## config.mk

```make
export PLATFORM = sky130hd
export DESIGN_NAME = cs161_mc_datapath
export DESIGN_NICKNAME = d
export VERILOG_FILES = /design/src/rtl/cs161_mc_datapath.sv
export SDC_FILE = /design/constraint.sdc
export NUM_CORES = 2
export LEC_CHECK = 0
export ABC_AREA = 1
export BUFFER_PORTS_ARGS = -buffer_cell sky130_fd_sc_hd__clkbuf_2
export CAP_MARGIN = 20
export CORE_ASPECT_RATIO = 1.1
export CORE_UTILIZATION = 25
export CTS_CLUSTER_SIZE = 24
export DETAILED_ROUTE_END_ITERATION = 8
export SLEW_MARGIN = 40
export SYNTH_ARGS = -nofsm -noshare
export SYNTH_HDL_FRONTEND = slang
export SYNTH_SLANG_ARGS = --single-unit
```

## constraint.sdc

```tcl
create_clock -name clk -period 4.24 [get_ports clk]
set_clock_uncertainty 0.05 [all_clocks]
set_input_delay 0.424 -clock clk [delete_from_list [all_inputs] [get_ports clk]]
set_output_delay 0.424 -clock clk [all_outputs]
set_load 0.01 [all_outputs]
```

## src/rtl/cs161_mc_datapath.sv

```systemverilog
// Multi-cycle MIPS-subset datapath: PC, IR, register file, ALU and a 7-state FSM with
// req/ready memory handshakes. Define CS161_MC_PERF_CNT_EN to add cycle/retire counters.
module cs161_mc_datapath #(
   parameter int                DATA_W   = 32,
   parameter int                ADDR_W   = 32,
   parameter logic [ADDR_W-1:0] RESET_PC = '0
) (
   input  logic              clk,
   input  logic              rst,
   output logic              imem_req,
   output logic [ADDR_W-1:0] imem_addr,
   input  logic [31:0]       imem_rdata,
   input  logic              imem_ready,
   output logic              dmem_req,
   output logic              dmem_we,
   output logic [ADDR_W-1:0] dmem_addr,
   output logic [DATA_W-1:0] dmem_wdata,
   input  logic [DATA_W-1:0] dmem_rdata,
   input  logic              dmem_ready,
   output logic              halt,
   output logic [ADDR_W-1:0] prog_count,
   output logic [5:0]        instr_opcode,
   output logic              write_reg_en,
   output logic [4:0]        write_reg_addr,
   output logic [DATA_W-1:0] write_reg_data,
   output logic [2:0]        fsm_state
`ifdef CS161_MC_PERF_CNT_EN
   ,
   output logic [DATA_W-1:0] cycle_count,
   output logic [DATA_W-1:0] instr_retired
`endif
);

   typedef enum logic [2:0] {
      S_RST    = 3'd0,
      S_FETCH  = 3'd1,
      S_DECODE = 3'd2,
      S_EXEC   = 3'd3,
      S_MEM    = 3'd4,
      S_WB     = 3'd5,
      S_HALT   = 3'd6
   } state_t;

   localparam logic [5:0] OP_RTYPE = 6'h00;
   localparam logic [5:0] OP_J     = 6'h02;
   localparam logic [5:0] OP_BEQ   = 6'h04;
   localparam logic [5:0] OP_ADDI  = 6'h08;
   localparam logic [5:0] OP_LW    = 6'h23;
   localparam logic [5:0] OP_SW    = 6'h2B;

   localparam logic [5:0] FN_ADD = 6'h20;
   localparam logic [5:0] FN_SUB = 6'h22;
   localparam logic [5:0] FN_AND = 6'h24;
   localparam logic [5:0] FN_OR  = 6'h25;
   localparam logic [5:0] FN_SLT = 6'h2A;

   state_t            state_q, state_d;
   logic [ADDR_W-1:0] pc_q, pc_d;
   logic [31:0]       ir_q, ir_d;
   logic [DATA_W-1:0] a_q, a_d, b_q, b_d;
   logic [DATA_W-1:0] alu_q, alu_d, mdr_q, mdr_d;
   logic [DATA_W-1:0] regs_q [32];

   logic [5:0]        op, funct;
   logic [4:0]        rs, rt, rd;
   logic [DATA_W-1:0] imm_sext, alu_res, rf_a, rf_b;
   logic [ADDR_W-1:0] br_off, jmp_tgt;
   logic              legal;
   logic              unused_shamt;

   assign op           = ir_q[31:26];
   assign rs           = ir_q[25:21];
   assign rt           = ir_q[20:16];
   assign rd           = ir_q[15:11];
   assign funct        = ir_q[5:0];
   assign unused_shamt = ^ir_q[10:6];
   assign imm_sext     = {{(DATA_W-16){ir_q[15]}}, ir_q[15:0]};
   assign br_off       = {{(ADDR_W-18){ir_q[15]}}, ir_q[15:0], 2'b00};
   assign rf_a         = (rs == 5'd0) ? '0 : regs_q[rs];
   assign rf_b         = (rt == 5'd0) ? '0 : regs_q[rt];

   // Jump keeps the upper PC bits above bit 27 (works for any ADDR_W >= 28).
   always_comb begin
      jmp_tgt       = pc_q;
      jmp_tgt[27:0] = {ir_q[25:0], 2'b00};
   end

   always_comb begin
      legal = 1'b0;
      case (op)
         OP_RTYPE: legal = (funct == FN_ADD) || (funct == FN_SUB) || (funct == FN_AND) ||
                           (funct == FN_OR)  || (funct == FN_SLT);
         OP_J, OP_BEQ, OP_ADDI, OP_LW, OP_SW: legal = 1'b1;
         default:  legal = 1'b0;
      endcase
   end

   always_comb begin
      alu_res = a_q + imm_sext;
      if (op == OP_RTYPE) begin
         case (funct)
            FN_ADD:  alu_res = a_q + b_q;
            FN_SUB:  alu_res = a_q - b_q;
            FN_AND:  alu_res = a_q & b_q;
            FN_OR:   alu_res = a_q | b_q;
            FN_SLT:  alu_res = {{(DATA_W-1){1'b0}}, ($signed(a_q) < $signed(b_q))};
            default: alu_res = '0;
         endcase
      end
   end

   always_ff @(posedge clk) begin
      if (!rst) begin
         state_q <= S_RST;
         pc_q    <= RESET_PC;
         ir_q    <= '0;
         a_q     <= '0;
         b_q     <= '0;
         alu_q   <= '0;
         mdr_q   <= '0;
      end else begin
         state_q <= state_d;
         pc_q    <= pc_d;
         ir_q    <= ir_d;
         a_q     <= a_d;
         b_q     <= b_d;
         alu_q   <= alu_d;
         mdr_q   <= mdr_d;
      end
   end

   always_comb begin
      state_d  = state_q;
      pc_d     = pc_q;
      ir_d     = ir_q;
      a_d      = a_q;
      b_d      = b_q;
      alu_d    = alu_q;
      mdr_d    = mdr_q;
      imem_req = 1'b0;
      dmem_req = 1'b0;
      dmem_we  = 1'b0;
      write_reg_en = 1'b0;
      case (state_q)
         S_RST: state_d = S_FETCH;
         S_FETCH: begin
            imem_req = 1'b1;
            if (imem_ready) begin
               ir_d    = imem_rdata;
               pc_d    = pc_q + ADDR_W'(4);
               state_d = S_DECODE;
            end
         end
         S_DECODE: begin
            a_d     = rf_a;
            b_d     = rf_b;
            state_d = legal ? S_EXEC : S_HALT;
         end
         S_EXEC: begin
            alu_d = alu_res;
            case (op)
               OP_RTYPE, OP_ADDI: state_d = S_WB;
               OP_LW, OP_SW:      state_d = S_MEM;
               OP_BEQ: begin
                  // pc_q already points past the branch
                  if (a_q == b_q) pc_d = pc_q + br_off;
                  state_d = S_FETCH;
               end
               OP_J: begin
                  pc_d    = jmp_tgt;
                  state_d = S_FETCH;
               end
               default: state_d = S_HALT;
            endcase
         end
         S_MEM: begin
            dmem_req = 1'b1;
            dmem_we  = (op == OP_SW);
            if (dmem_ready) begin
               if (op == OP_SW) begin
                  state_d = S_FETCH;
               end else begin
                  mdr_d   = dmem_rdata;
                  state_d = S_WB;
               end
            end
         end
         S_WB: begin
            write_reg_en = 1'b1;
            state_d      = S_FETCH;
         end
         S_HALT:  state_d = S_HALT;
         default: state_d = S_RST;
      endcase
   end

   assign write_reg_addr = (op == OP_RTYPE) ? rd : rt;
   assign write_reg_data = (op == OP_LW) ? mdr_q : alu_q;

   always_ff @(posedge clk) begin
      if (!rst) begin
         for (int i = 0; i < 32; i++) regs_q[i] <= '0;
      end else if (write_reg_en && (write_reg_addr != 5'd0)) begin
         regs_q[write_reg_addr] <= write_reg_data;
      end
   end

   generate
      if (ADDR_W <= DATA_W) begin : g_addr_trunc
         assign dmem_addr = alu_q[ADDR_W-1:0];
      end else begin : g_addr_ext
         assign dmem_addr = {{(ADDR_W-DATA_W){1'b0}}, alu_q};
      end
   endgenerate

   assign imem_addr    = pc_q;
   assign dmem_wdata   = b_q;
   assign prog_count   = pc_q;
   assign instr_opcode = ir_q[31:26];
   assign halt         = (state_q == S_HALT);
   assign fsm_state    = state_q;

`ifdef CS161_MC_PERF_CNT_EN
   logic              retire;
   logic [DATA_W-1:0] cyc_q, ret_q;

   assign retire = (state_q == S_WB) ||
                   ((state_q == S_MEM) && dmem_ready && (op == OP_SW)) ||
                   ((state_q == S_EXEC) && ((op == OP_BEQ) || (op == OP_J)));

   always_ff @(posedge clk) begin
      if (!rst) begin
         cyc_q <= '0;
         ret_q <= '0;
      end else begin
         if ((state_q != S_RST) && (state_q != S_HALT)) cyc_q <= cyc_q + 1'b1;
         if (retire) ret_q <= ret_q + 1'b1;
      end
   end

   assign cycle_count   = cyc_q;
   assign instr_retired = ret_q;
`endif

endmodule
```

==> metrics <==
starting density of the core=25.2%; Top Ports=about 250; Worst-path clk slew=about 0.060 ns; DRT Wirelength=roughly 300 mm; outcome=completed; initial drt markers=9288; hold buffer count at CTS=53; period utilization=between 80% and 90%; Post-CTS Setup Repair Bufs=0; number of gates resized after CTS=0; number of nets with antenna violations after detailed routing=0; most common cell after layout, fill and taps aside=sky130_fd_sc_hd__nand2_1; FMAX=271 MHz; aggregate global-route resource usage=19.5%; largest net degree at the start of global routing=143; type of the most critical hold path=input port to register; peak fanout along the critical path=32; setup TNS after final layout=0 ns; number of enable-type register cells in the synthesized netlist=a little over 1000; power after layout=~48000 uW; sequential cell fraction of total power=31.8%; measured slew at the worst slew-check pin=~0.9 ns; number of placement rows=roughly 210; global-route wire length before repair=between 400 and 500 mm; final net count=8859; Crit Path Class=register to register; power density of the placed cells=573 nW/um^2; total die area=roughly 290000 sq um; Final setup viols=0; minimum clock period=around 3.7 ns; WL per Instance=around 24 microns; power dissipated by switching net loads=about 21000 uW; cell count after synthesis=8659; prevailing post-synth register cell=sky130_fd_sc_hd__edfxtp_1; number of buffers between clock root and the deepest sink=3; CP Launch Type=register; number of optimization iterations in the first detailed-route pass=9; htree depth=4; residual overflow from global routing=0; clk sinks=roughly 1200; endpoint class of the critical path=register; Post-route DRC=0; total of flip-flops plus latches after synthesis=1227; CTS tree=built; final hold violation count=0; Worst Slack Setup Final=roughly 0.55 ns; share of total power in the clock network=about a quarter; power share of the combinational group=42.6%; initial antenna violation count=19; detailed-route vias per instance=5.34; Maximum Capacitance Violations=0; ys async rst share=0%; switching power share of the total=between 40% and 50%; count of final max-slew check failures=0; RePlAce Congestion=around 1; die outline width=just over 500 microns; RSZ-0062 raised after global routing=false; total clock buffers created by CTS=between 100 and 150; cell-internal power=~27000 uW; detailed-placement wirelength estimate=205 mm; root cell of the clock tree=sky130_fd_sc_hd__clkbuf_16; Worst VDD drop=between 0.0004 and 0.0005 V; via count of the first global-routing pass=61600; data required time at the worst endpoint=between 4 and 5 ns; cell area after synthesis=73000 sq um; average size of a mapped cell=~8.4 sq um; Area growth, synth to finish=15.0%; arrival time of data at the critical path endpoint=4.31 ns; vias post-DR=just under 70000; port buffer count=~240; leakage power total=0.0299 uW; worst hold margin=roughly 0.044 ns; die boundary height=between 500 and 600 microns; total number of yosys warnings=0; share of synthesized area occupied by flip-flops and latches=between 40% and 50%; Core Region=slightly below 300000 sq um; Max-Slew Margin vs Limit=roughly two fifths; clock insertion delay at the later pin of the skew report=0.81 ns; share of layout cells above drive strength 1=about a tenth; most used cells in the layout excluding fill and tap cells=1593 x sky130_fd_sc_hd__nand2_1, 1514 x sky130_fd_sc_hd__nor2_1, 1024 x sky130_fd_sc_hd__edfxtp_1; pre-CTS WS=a little over 0.7 ns; count of cell types in the netlist=56
-- cells by family (layout without fill, tap and decap cells) --
family | after synthesis | in the layout | share of synthesized area (%)
compound gates | 1966 | 1966 | 17.3
fa+ha+maj | 176 | 176 | 3.06
flops | 1227 | 1227 | 47.7
mux | 256 | 256 | 3.51
xor+xnor | 25 | 25 | 0.300
simple gates | 3755 | 3755 | 20.8
other cells | 1 | 41 | 0.00514
buf+inv | 1253 | 1283 | 7.30
-- registers in the layout, summed over array words and instances, names as in the netlist, named ones only --
signal and flops:
imem_addr 30, mdr_q 32, dmem_addr 32, ir_q 32, regs_q 1024, dmem_wdata 32, a_q 32, fsm_state 3
-- per-stage QoR --
step	area, sq um	util (%)	cells
after floorplan	73100	-	8694
after CTS	83900	29.0	12600
after global placement	78700	27.1	12300
after global routing	83900	29.0	12600
after detailed placement	78800	27.2	12300
final	84000	29.0	12600
-- power by group through the flow --
stage / Sequential, uW / Combinational, uW / Clock [uW]
after detailed placement: 15500 / 19800 / 0
after global routing: 15400 / 21900 / 12900
after global placement: 15500 / 19800 / 0
final: 15300 / 20500 / 12300
after floorplan: 14800 / 12600 / 0
after CTS: 15300 / 19900 / 12400
-- critical path, cell delays in order, from the launching register on --
cell                      delay (ns)
sky130_fd_sc_hd__dfxtp_1        0.51
sky130_fd_sc_hd__inv_1          0.08
sky130_fd_sc_hd__ha_1           0.40
sky130_fd_sc_hd__nor2_1         0.26
sky130_fd_sc_hd__nand2_1        0.15
sky130_fd_sc_hd__nor2_1         0.26
sky130_fd_sc_hd__nand4_1        0.13
sky130_fd_sc_hd__nor2_1         0.58
sky130_fd_sc_hd__nor2_1         0.14
sky130_fd_sc_hd__nand2_1        0.09
sky130_fd_sc_hd__nand2_1        0.08
sky130_fd_sc_hd__inv_2          0.41
sky130_fd_sc_hd__o21ai_0        0.17
sky130_fd_sc_hd__nor2_1         0.17
sky130_fd_sc_hd__a21oi_1        0.08
-- metal layers --
layer  GRT usage (%)  vias to the layer above  routed length, microns
met2            29.6                     4011                  128000
met3            5.03                      608                   34600
met1            26.1                    32400                  122000
met4            8.02                       18                   13200
met5               0                        -                     149
li1                -                    30200                       -
-- area by class of cell --
class	count	area, sq um
Clock buffer	184	3850
Timing Repair Buffer	538	4350
Inverter	493	1890
Clock inverter	68	721
Multi-Input combinational cell	6214	33400
Antenna cell	5	12.5
Fill cell	30500	206000
Tap cell	3866	4840
Sequential cell	1227	34800
-- path summary, 6_finish.rpt --
kind,from,endpoint,slack [ns],depth (start not counted)
max,a_q[8],imem_addr[27],0.55,14
min,dmem_rdata[8],mdr_q[8],0.04,3
max reg2reg,a_q[8],imem_addr[27],0.55,14
min reg2reg,mdr_q[6],mdr_q[6],0.44,2
-- cells in the mapped netlist, types with 5 or more instances --
library cell	n	area, sq um
sky130_fd_sc_hd__dfxtp_1	203	4060
sky130_fd_sc_hd__xor2_1	20	175
sky130_fd_sc_hd__nand3_1	427	2140
sky130_fd_sc_hd__and2_1	5	31.3
sky130_fd_sc_hd__nor3_1	44	220
sky130_fd_sc_hd__o21a_1	5	37.5
sky130_fd_sc_hd__inv_1	476	1790
sky130_fd_sc_hd__nand2_1	1625	6100
sky130_fd_sc_hd__nand2_4	26	293
sky130_fd_sc_hd__inv_2	9	33.8
sky130_fd_sc_hd__o2111ai_1	11	96.3
sky130_fd_sc_hd__nand4_1	45	282
sky130_fd_sc_hd__a31oi_1	22	138
sky130_fd_sc_hd__nand2_2	6	37.5
sky130_fd_sc_hd__buf_4	112	841
sky130_fd_sc_hd__ha_1	172	2150
sky130_fd_sc_hd__o211ai_1	258	1940
sky130_fd_sc_hd__o21ai_1	32	160
sky130_fd_sc_hd__clkbuf_1	566	2120
sky130_fd_sc_hd__nand3b_1	21	158
sky130_fd_sc_hd__a21oi_1	605	3030
sky130_fd_sc_hd__o221ai_1	259	2270
sky130_fd_sc_hd__o21bai_1	16	120
sky130_fd_sc_hd__mux2i_1	256	2560
sky130_fd_sc_hd__o21ai_0	463	2320
sky130_fd_sc_hd__buf_6	22	248
sky130_fd_sc_hd__a32oi_1	256	2240
sky130_fd_sc_hd__o22ai_1	17	106
sky130_fd_sc_hd__nor4_1	8	50.1
sky130_fd_sc_hd__nor2_2	5	31.3
sky130_fd_sc_hd__edfxtp_1	1024	30700
sky130_fd_sc_hd__buf_2	27	135
sky130_fd_sc_hd__or2_2	17	106
sky130_fd_sc_hd__nor2_1	1516	5690
sky130_fd_sc_hd__xnor2_1	5	43.8
sky130_fd_sc_hd__buf_1	33	124
sky130_fd_sc_hd__clkinv_1	5	18.8
Note: power is estimated with default switching activity, not from simulation.
